File: config.mk
export PLATFORM = sky130hd
export DESIGN_NAME = event_conv2d_engine_flat
export DESIGN_NICKNAME = d
export VERILOG_FILES = /design/src/rtl/event_conv2d_engine_if.sv /design/src/rtl/event_conv2d_engine.sv /design/src/flat_wrapper.sv
export SDC_FILE = /design/constraint.sdc
export NUM_CORES = 1
export LEC_CHECK = 0
export CELL_PAD_IN_SITES_DETAIL_PLACEMENT = 1
export CELL_PAD_IN_SITES_GLOBAL_PLACEMENT = 1
export CORE_MARGIN = 1.5
export CORE_UTILIZATION = 31
export DETAILED_ROUTE_END_ITERATION = 10
export PLACE_DENSITY = 0.84
export SYNTH_ARGS = -nofsm -noshare
export SYNTH_HDL_FRONTEND = slang
export SYNTH_SLANG_ARGS = --single-unit
File: constraint.sdc
create_clock -name clk -period 4.5 [get_ports clk]
set_input_delay 0.9 -clock clk [delete_from_list [all_inputs] [get_ports clk]]
set_output_delay 0.9 -clock clk [all_outputs]
set_load 0.05 [all_outputs]
File: src/rtl/event_conv2d_engine_if.sv
// Event handshake plus kernel/neuron BRAM port bundle for the event conv engine.
// master = the engine side, slave = the FIFO/BRAM environment side.
interface event_conv2d_engine_if #(
  parameter int COORD_BITS             = 8,
  parameter int IN_CHANNELS            = 2,
  parameter int OUT_CHANNELS           = 4,
  parameter int IMG_WIDTH              = 32,
  parameter int IMG_HEIGHT             = 32,
  parameter int BITS_PER_NEURON        = 9,
  parameter int BITS_PER_KERNEL_WEIGHT = 6,
  parameter int KERNEL_SIZE            = 3
);
  localparam int CH_W  = (IN_CHANNELS > 1) ? $clog2(IN_CHANNELS) : 1;
  localparam int KW_AW = (IN_CHANNELS*KERNEL_SIZE*KERNEL_SIZE > 1) ?
                         $clog2(IN_CHANNELS*KERNEL_SIZE*KERNEL_SIZE) : 1;
  localparam int NM_AW = (IMG_WIDTH*IMG_HEIGHT > 1) ? $clog2(IMG_WIDTH*IMG_HEIGHT) : 1;

  logic                                             evt_valid;
  logic                                             evt_ready;
  logic [COORD_BITS-1:0]                            evt_x;
  logic [COORD_BITS-1:0]                            evt_y;
  logic [CH_W-1:0]                                  evt_ch;
  logic                                             kw_en;
  logic [KW_AW-1:0]                                 kw_addr;
  logic [OUT_CHANNELS*BITS_PER_KERNEL_WEIGHT-1:0]   kw_rdata;
  logic                                             nm_ren;
  logic                                             nm_wen;
  logic [NM_AW-1:0]                                 nm_addr;
  logic [OUT_CHANNELS*BITS_PER_NEURON-1:0]          nm_rdata;
  logic [OUT_CHANNELS*BITS_PER_NEURON-1:0]          nm_wdata;
  logic                                             busy;
  logic                                             done;
  logic                                             coord_err;

  modport master (
    input  evt_valid, evt_x, evt_y, evt_ch, kw_rdata, nm_rdata,
    output evt_ready, kw_en, kw_addr, nm_ren, nm_wen, nm_addr, nm_wdata,
           busy, done, coord_err
  );

  modport slave (
    output evt_valid, evt_x, evt_y, evt_ch, kw_rdata, nm_rdata,
    input  evt_ready, kw_en, kw_addr, nm_ren, nm_wen, nm_addr, nm_wdata,
           busy, done, coord_err
  );
endinterface

File: src/rtl/event_conv2d_engine.sv
// Event-driven KxK convolution scatter: one spike event updates all output
// channels of each in-bounds neighbour by read-modify-write with saturation.
module event_conv2d_lane #(
  parameter int N = 9,
  parameter int W = 6
) (
  input  logic [N-1:0] pot,
  input  logic [W-1:0] wt,
  output logic [N-1:0] sum
);
  logic [N:0] acc;

  // N+1-bit sum: overflow shows as the top two bits disagreeing
  assign acc = {pot[N-1], pot} + {{(N+1-W){wt[W-1]}}, wt};

  always_comb begin
    sum = acc[N-1:0];
    if (acc[N] != acc[N-1])
      sum = acc[N] ? {1'b1, {(N-1){1'b0}}} : {1'b0, {(N-1){1'b1}}};
  end
endmodule

module event_conv2d_engine #(
  parameter int COORD_BITS             = 8,
  parameter int IN_CHANNELS            = 2,
  parameter int OUT_CHANNELS           = 4,
  parameter int IMG_WIDTH              = 32,
  parameter int IMG_HEIGHT             = 32,
  parameter int BITS_PER_NEURON        = 9,
  parameter int BITS_PER_KERNEL_WEIGHT = 6,
  parameter int KERNEL_SIZE            = 3
) (
  input  logic                  clk,
  input  logic                  rst,
  event_conv2d_engine_if.master bus
);
  localparam int CH_W  = (IN_CHANNELS > 1) ? $clog2(IN_CHANNELS) : 1;
  localparam int KW_AW = (IN_CHANNELS*KERNEL_SIZE*KERNEL_SIZE > 1) ?
                         $clog2(IN_CHANNELS*KERNEL_SIZE*KERNEL_SIZE) : 1;
  localparam int NM_AW = (IMG_WIDTH*IMG_HEIGHT > 1) ? $clog2(IMG_WIDTH*IMG_HEIGHT) : 1;
  localparam int KC_W  = (KERNEL_SIZE > 1) ? $clog2(KERNEL_SIZE) : 1;
  localparam int SW    = COORD_BITS + 2;
  localparam int P     = KERNEL_SIZE / 2;
  localparam int L     = OUT_CHANNELS;
  localparam int N     = BITS_PER_NEURON;
  localparam int W     = BITS_PER_KERNEL_WEIGHT;

  localparam logic signed [SW-1:0] P_S    = SW'(P);
  localparam logic signed [SW-1:0] IW_S   = SW'(IMG_WIDTH);
  localparam logic signed [SW-1:0] IH_S   = SW'(IMG_HEIGHT);
  localparam logic [COORD_BITS:0]  IW_C   = (COORD_BITS+1)'(IMG_WIDTH);
  localparam logic [COORD_BITS:0]  IH_C   = (COORD_BITS+1)'(IMG_HEIGHT);
  localparam logic [KC_W-1:0]      K_LAST = KC_W'(KERNEL_SIZE-1);

  typedef enum logic [1:0] {IDLE, SCAN, UPDATE, DONE} state_t;

  state_t                state;
  logic [KC_W-1:0]       kx, ky;
  logic [COORD_BITS-1:0] x_q, y_q;
  logic [CH_W-1:0]       ch_q;
  logic                  evt_ready_q, busy_q, done_q, coord_err_q;

  logic signed [SW-1:0]  ox, oy;
  logic                  pos_in, last, step, rd, addr_on, evt_oob;
  logic [NM_AW-1:0]      nm_lin;
  logic [KW_AW-1:0]      kw_lin;
  logic [L-1:0][N-1:0]   lane_sum;

  // Zero-extended coordinates plus two bits of headroom make ox/oy signed-safe
  assign ox = $signed({2'b00, x_q}) - P_S + $signed({{(SW-KC_W){1'b0}}, kx});
  assign oy = $signed({2'b00, y_q}) - P_S + $signed({{(SW-KC_W){1'b0}}, ky});

  assign pos_in  = !ox[SW-1] && (ox < IW_S) && !oy[SW-1] && (oy < IH_S);
  assign last    = (kx == K_LAST) && (ky == K_LAST);
  assign step    = ((state == SCAN) && !pos_in) || (state == UPDATE);
  assign rd      = (state == SCAN) && pos_in;
  assign addr_on = ((state == SCAN) || (state == UPDATE)) && pos_in;
  assign evt_oob = ({1'b0, bus.evt_x} >= IW_C) || ({1'b0, bus.evt_y} >= IH_C);

  assign nm_lin = NM_AW'(oy) * NM_AW'(IMG_WIDTH) + NM_AW'(ox);
  assign kw_lin = KW_AW'(ch_q) * KW_AW'(KERNEL_SIZE*KERNEL_SIZE)
                + KW_AW'(ky) * KW_AW'(KERNEL_SIZE) + KW_AW'(kx);

  for (genvar c = 0; c < L; c++) begin : g_lane
    event_conv2d_lane #(.N(N), .W(W)) u_lane (
      .pot (bus.nm_rdata[c*N +: N]),
      .wt  (bus.kw_rdata[c*W +: W]),
      .sum (lane_sum[c])
    );
  end

  always_ff @(posedge clk) begin
    if (rst) begin
      state       <= IDLE;
      kx          <= '0;
      ky          <= '0;
      x_q         <= '0;
      y_q         <= '0;
      ch_q        <= '0;
      evt_ready_q <= 1'b1;
      busy_q      <= 1'b0;
      done_q      <= 1'b0;
      coord_err_q <= 1'b0;
    end else begin
      done_q      <= 1'b0;
      coord_err_q <= 1'b0;
      unique case (state)
        IDLE: if (bus.evt_valid) begin
          x_q         <= bus.evt_x;
          y_q         <= bus.evt_y;
          ch_q        <= bus.evt_ch;
          kx          <= '0;
          ky          <= '0;
          evt_ready_q <= 1'b0;
          busy_q      <= 1'b1;
          if (evt_oob) begin
            state       <= DONE;
            done_q      <= 1'b1;
            coord_err_q <= 1'b1;
          end else begin
            state <= SCAN;
          end
        end
        SCAN: if (pos_in) state <= UPDATE;
        DONE: begin
          state       <= IDLE;
          evt_ready_q <= 1'b1;
          busy_q      <= 1'b0;
        end
        default: ;
      endcase
      // Advance past a skipped position or a completed write
      if (step) begin
        if (last) begin
          state  <= DONE;
          done_q <= 1'b1;
        end else begin
          state <= SCAN;
          if (kx == K_LAST) begin
            kx <= '0;
            ky <= ky + 1'b1;
          end else begin
            kx <= kx + 1'b1;
          end
        end
      end
    end
  end

  assign bus.evt_ready = evt_ready_q;
  assign bus.busy      = busy_q;
  assign bus.done      = done_q;
  assign bus.coord_err = coord_err_q;
  assign bus.kw_en     = rd;
  assign bus.nm_ren    = rd;
  assign bus.nm_wen    = (state == UPDATE);
  assign bus.kw_addr   = rd ? kw_lin : '0;
  assign bus.nm_addr   = addr_on ? nm_lin : '0;
  assign bus.nm_wdata  = (state == UPDATE) ? lane_sum : '0;
endmodule

File: src/flat_wrapper.sv
// flat-port wrapper written by rule: the top's interface ports become plain ports
module event_conv2d_engine_flat 
#(
  parameter int COORD_BITS             = 8,
  parameter int IN_CHANNELS            = 2,
  parameter int OUT_CHANNELS           = 4,
  parameter int IMG_WIDTH              = 32,
  parameter int IMG_HEIGHT             = 32,
  parameter int BITS_PER_NEURON        = 9,
  parameter int BITS_PER_KERNEL_WEIGHT = 6,
  parameter int KERNEL_SIZE            = 3
)
  (clk, rst, bus_evt_valid, bus_evt_x, bus_evt_y, bus_evt_ch, bus_kw_rdata, bus_nm_rdata, bus_evt_ready, bus_kw_en, bus_kw_addr, bus_nm_ren, bus_nm_wen, bus_nm_addr, bus_nm_wdata, bus_busy, bus_done, bus_coord_err);
  event_conv2d_engine_if #(.COORD_BITS(COORD_BITS), .IN_CHANNELS(IN_CHANNELS), .OUT_CHANNELS(OUT_CHANNELS), .IMG_WIDTH(IMG_WIDTH), .IMG_HEIGHT(IMG_HEIGHT), .BITS_PER_NEURON(BITS_PER_NEURON), .BITS_PER_KERNEL_WEIGHT(BITS_PER_KERNEL_WEIGHT), .KERNEL_SIZE(KERNEL_SIZE)) bus_i ();
  input  logic clk;
  input  logic rst;
  input wire logic [$bits(bus_i.evt_valid)-1:0] bus_evt_valid;
  input wire logic [$bits(bus_i.evt_x)-1:0] bus_evt_x;
  input wire logic [$bits(bus_i.evt_y)-1:0] bus_evt_y;
  input wire logic [$bits(bus_i.evt_ch)-1:0] bus_evt_ch;
  input wire logic [$bits(bus_i.kw_rdata)-1:0] bus_kw_rdata;
  input wire logic [$bits(bus_i.nm_rdata)-1:0] bus_nm_rdata;
  output wire logic [$bits(bus_i.evt_ready)-1:0] bus_evt_ready;
  output wire logic [$bits(bus_i.kw_en)-1:0] bus_kw_en;
  output wire logic [$bits(bus_i.kw_addr)-1:0] bus_kw_addr;
  output wire logic [$bits(bus_i.nm_ren)-1:0] bus_nm_ren;
  output wire logic [$bits(bus_i.nm_wen)-1:0] bus_nm_wen;
  output wire logic [$bits(bus_i.nm_addr)-1:0] bus_nm_addr;
  output wire logic [$bits(bus_i.nm_wdata)-1:0] bus_nm_wdata;
  output wire logic [$bits(bus_i.busy)-1:0] bus_busy;
  output wire logic [$bits(bus_i.done)-1:0] bus_done;
  output wire logic [$bits(bus_i.coord_err)-1:0] bus_coord_err;
  assign bus_i.evt_valid = bus_evt_valid;
  assign bus_i.evt_x = bus_evt_x;
  assign bus_i.evt_y = bus_evt_y;
  assign bus_i.evt_ch = bus_evt_ch;
  assign bus_i.kw_rdata = bus_kw_rdata;
  assign bus_i.nm_rdata = bus_nm_rdata;
  assign bus_evt_ready = bus_i.evt_ready;
  assign bus_kw_en = bus_i.kw_en;
  assign bus_kw_addr = bus_i.kw_addr;
  assign bus_nm_ren = bus_i.nm_ren;
  assign bus_nm_wen = bus_i.nm_wen;
  assign bus_nm_addr = bus_i.nm_addr;
  assign bus_nm_wdata = bus_i.nm_wdata;
  assign bus_busy = bus_i.busy;
  assign bus_done = bus_i.done;
  assign bus_coord_err = bus_i.coord_err;
  event_conv2d_engine #(.COORD_BITS(COORD_BITS), .IN_CHANNELS(IN_CHANNELS), .OUT_CHANNELS(OUT_CHANNELS), .IMG_WIDTH(IMG_WIDTH), .IMG_HEIGHT(IMG_HEIGHT), .BITS_PER_NEURON(BITS_PER_NEURON), .BITS_PER_KERNEL_WEIGHT(BITS_PER_KERNEL_WEIGHT), .KERNEL_SIZE(KERNEL_SIZE)) u_core (.clk(clk), .rst(rst), .bus(bus_i));
endmodule
==> summary.txt, run 1 <==
Critical Path End Type - output pin
CTS tree - built
VDD IR max - 0.326 mV
worst r2r dst - u_core.ky[1]
Netlist cell types - 56
cell area after synthesis - 4240 um^2
Initial Util - 31.9%
Worst R2R Start - u_core.y_q[0]
clock slew at reported path FFs - 0.07 ns
Die ar. - 14400 um^2
GRT Residual Overflow - 0
Cell Pwr Density - 475 nW/um^2
CTS root buffer - clkbuf_16
vias - 5293
antenna-violating nets left - 0
clock buffer depth - 2
period utilization - 106%
Worst Path Required - 3.60 ns
Hold Crit Depth - 2
CTS Buf Count - 3
Vias/cell - 5.41
ranking of synthesized cells by area - ha_1, dfxtp_1, xnor2_1, a21oi_1, nand2_1
status - finished, violations left
compound-gate portion of the synthesized area - 23.5%
Avg Cell Area, Syn - 7.52 um^2
syn_nets - 717
Synth Area in Adders - 23.1%
Synth top area share - 18.9%
I/O Pins - 138
synth warn - 0
fin cells - 979
Clock Sinks - 27
RSZ-0062 raised after global routing - true
Post-synth top flop - dfxtp_1
core footprint - 13300 um^2
# rows - 42
top cells by count, synth - ha_1, a21oi_1, nand2_1
register-to-register setup slack - 0.83 ns
WS Path Type - in2out
routed length on met2 - 12.4 mm
startpoint types - input port
reg2reg path depth - 11
worst-case hold path end point - u_core.y_q[1]
multiplexer share of the synthesized area - 2.27%
largest net degree at the start of global routing - 25
antenna violations before repair - 2
GRT Util Overall - 26.4%
Fmax - 209 MHz
Power Total - 3880 uW
number of enable flip-flop cells after synthesis - 0
final hold violation count - 0
crit-path max FO - 2
DIE HEIGHT - 120 um
htree depth - 1
Layout area overhead - 92.5%
minimum clock period - 4.78 ns
vias in the first global route - 5915
setup ws final - -0.276 ns
Starting DRT DRC Count - 196
layout cell share with drive strength beyond 1 - 43.8%
Final nets - 955
FF+latch count, synth - 27
sequential share of the synthesized area - 12.7%
largest family of logic cells by synthesized area - compound AO/OA/AOI/OAI gates
Mapped Cells - 564
Buffers on Ports - 137
Placed Instances - 900
setup violators final - 31
relative max-transition margin - 26.8%
RD Place Congestion - 0.848
Leak - 0.00343 uW
critical path arrival - 3.88 ns
ys async rst share - 0%
hold buffer count at CTS - 0
hold_sp - u_core.y_q[1]
met3 routed WL - 1.04 mm
Worst-Margin Slew - 1.10 ns
MaxCap Viol Count - 0
Post-Synth Simple-Gate Area - 21.5%
DP HPWL - 12.7 mm
global-route wire length before repair - 30.3 mm
WL met1 - 7.60 mm
failing checks - setup timing
count leader, synth - ha_1
final count of pins violating max slew - 0
post-route DRC violation count - 0
die width - 120 um
Routed WL - 22.0 mm
area leader, netlist - ha_1
clk_lat worst skew - 0.27 ns
# fillers - 1441
first-pass detailed-route iteration total - 5
Worst Hold Class - reg2reg
XOR/XNOR Fraction of Synth Area - 11.1%
Highest Signal Layer - met4
Routed wire per std cell - 22.5 um
Clock Skew - 0.00841 ns
critical path: stages:
cell       delay (ns)
buf_6            0.10
ha_4             0.16
fa_2             0.35
a21oi_2          0.20
nor2_2           0.07
nor2_2           0.13
o21bai_1         0.11
a21oi_2          0.17
o21bai_1         0.11
a21oi_2          0.18
xnor2_1          0.17
ha_1             0.32
or4_1            0.48
o211ai_1         0.17
clkbuf_16        0.23
cell usage in the layout (no fill, tap or decap), drive strengths merged, types with 9 or more instances in the layout:
cell           count
fa                 9
a21oi             59
ha                64
o21a              18
clkdlybuf4s50     56
o21ai             22
dlymetal6s2s       9
nand3              9
o21bai            12
nor2              52
or3               11
xor2              17
nand2             55
dfxtp             27
clkbuf            13
nor3              11
a21o              11
xnor2             37
inv               39
buf              176
state kept, by name, indices dropped and copies added (netlist names), named ones only:
| name | count |
|---|---|
| u_core.x_q | 8 |
| u_core.y_q | 8 |
| u_core.ky | 2 |
| u_core.state | 2 |
| u_core.bus.busy | 1 |
| u_core.bus.coord_err | 1 |
| u_core.bus.done | 1 |
| u_core.bus.evt_ready | 1 |
| u_core.ch_q | 1 |
| u_core.kx | 1 |
cell families (layout without fill, tap and decap cells):
family / Yosys count / in the layout
simple gates: 187 / 187
flops: 27 / 27
compound gates: 151 / 151
xor+xnor: 54 / 54
mux: 9 / 9
fa+ha+maj: 73 / 73
buf+inv: 63 / 300
other cells: 0 / 2
timing repair:
action | CTS | global route
gates cloned | 1 | 0
setup endpoints to repair | 52 | 50
buffers inserted | 54 | 18
gates resized for setup | 121 | 97
pin swaps | 77 | 83
power breakdown:
part           switching [uW]  leakage (uW)  total (uW)  internal (uW)
registers                75.9      0.000224         366            290
logic                    1790       0.00317        3300           1510
clock network            92.4     0.0000382         214            122
how the worst max path moves through the flow:
stage | slack [ns] | end | cells after the start | from
global placement | -0.36 | bus_nm_wdata[13] | 16 | bus_nm_rdata[9]
finish | -0.28 | bus_nm_wdata[7] | 15 | bus_kw_rdata[0]
global route | -0.34 | bus_nm_wdata[7] | 15 | bus_kw_rdata[0]
CTS | -0.12 | bus_nm_addr[9] | 18 | u_core.x_q[0]
detailed placement | -0.53 | bus_nm_wdata[7] | 15 | bus_nm_rdata[0]
floorplan | -0.21 | bus_nm_wdata[27] | 11 | bus_nm_rdata[27]
cell type report:
| type | count | area (um^2) | share of cell area [%] |
|---|---|---|---|
| inverters | 39 | 146 | 1.79 |
| clock buffers | 4 | 78.8 | 0.965 |
| diodes | 2 | 5.00 | 0.0612 |
| flip-flops and latches | 27 | 551 | 6.74 |
| repair buffers | 257 | 2840 | 34.8 |
| multi-input cells | 474 | 4330 | 53.0 |
| well taps | 176 | 220 | 2.69 |
metal layers:
| metal | up-vias | GRT usage [%] |
|---|---|---|
| met4 | 0 | 10.6 |
| met1 | 2568 | 25.7 |
| met2 | 205 | 54.0 |
| met3 | 77 | 4.61 |
| met5 | - | 0 |
| li1 | 2443 | - |
through the flow:
step	setup slack (ns)	util [%]	hold WS, ns	TNS [ns]	instance area (um^2)
detailed placement	-0.535	51.8	0.511	-15.26	6890
global placement	-0.360	51.8	0.489	-8.81	6890
finish	-0.276	61.5	0.513	-2.44	8170
floorplan	-0.215	-	0.455	-0.688	4510
CTS	-0.117	58.0	0.511	-0.235	7710
global route	-0.343	61.5	0.553	-5.99	8170
No activity file was read; power rests on OpenSTA's default activity.
==> run 2: changes to the inputs <==
ABC_CLOCK_PERIOD_IN_PS = 4500   (was default)
CTS_CLUSTER_DIAMETER = 40   (was default)
==> results of run 2 <==
The final DEF is identical to that of run 1; final timing and power are the same.
==> run 3: changes to the inputs <==
CTS_CLUSTER_SIZE = 8   (was default)
==> results of run 3 <==
The final DEF is identical to that of run 1; final timing and power are the same.
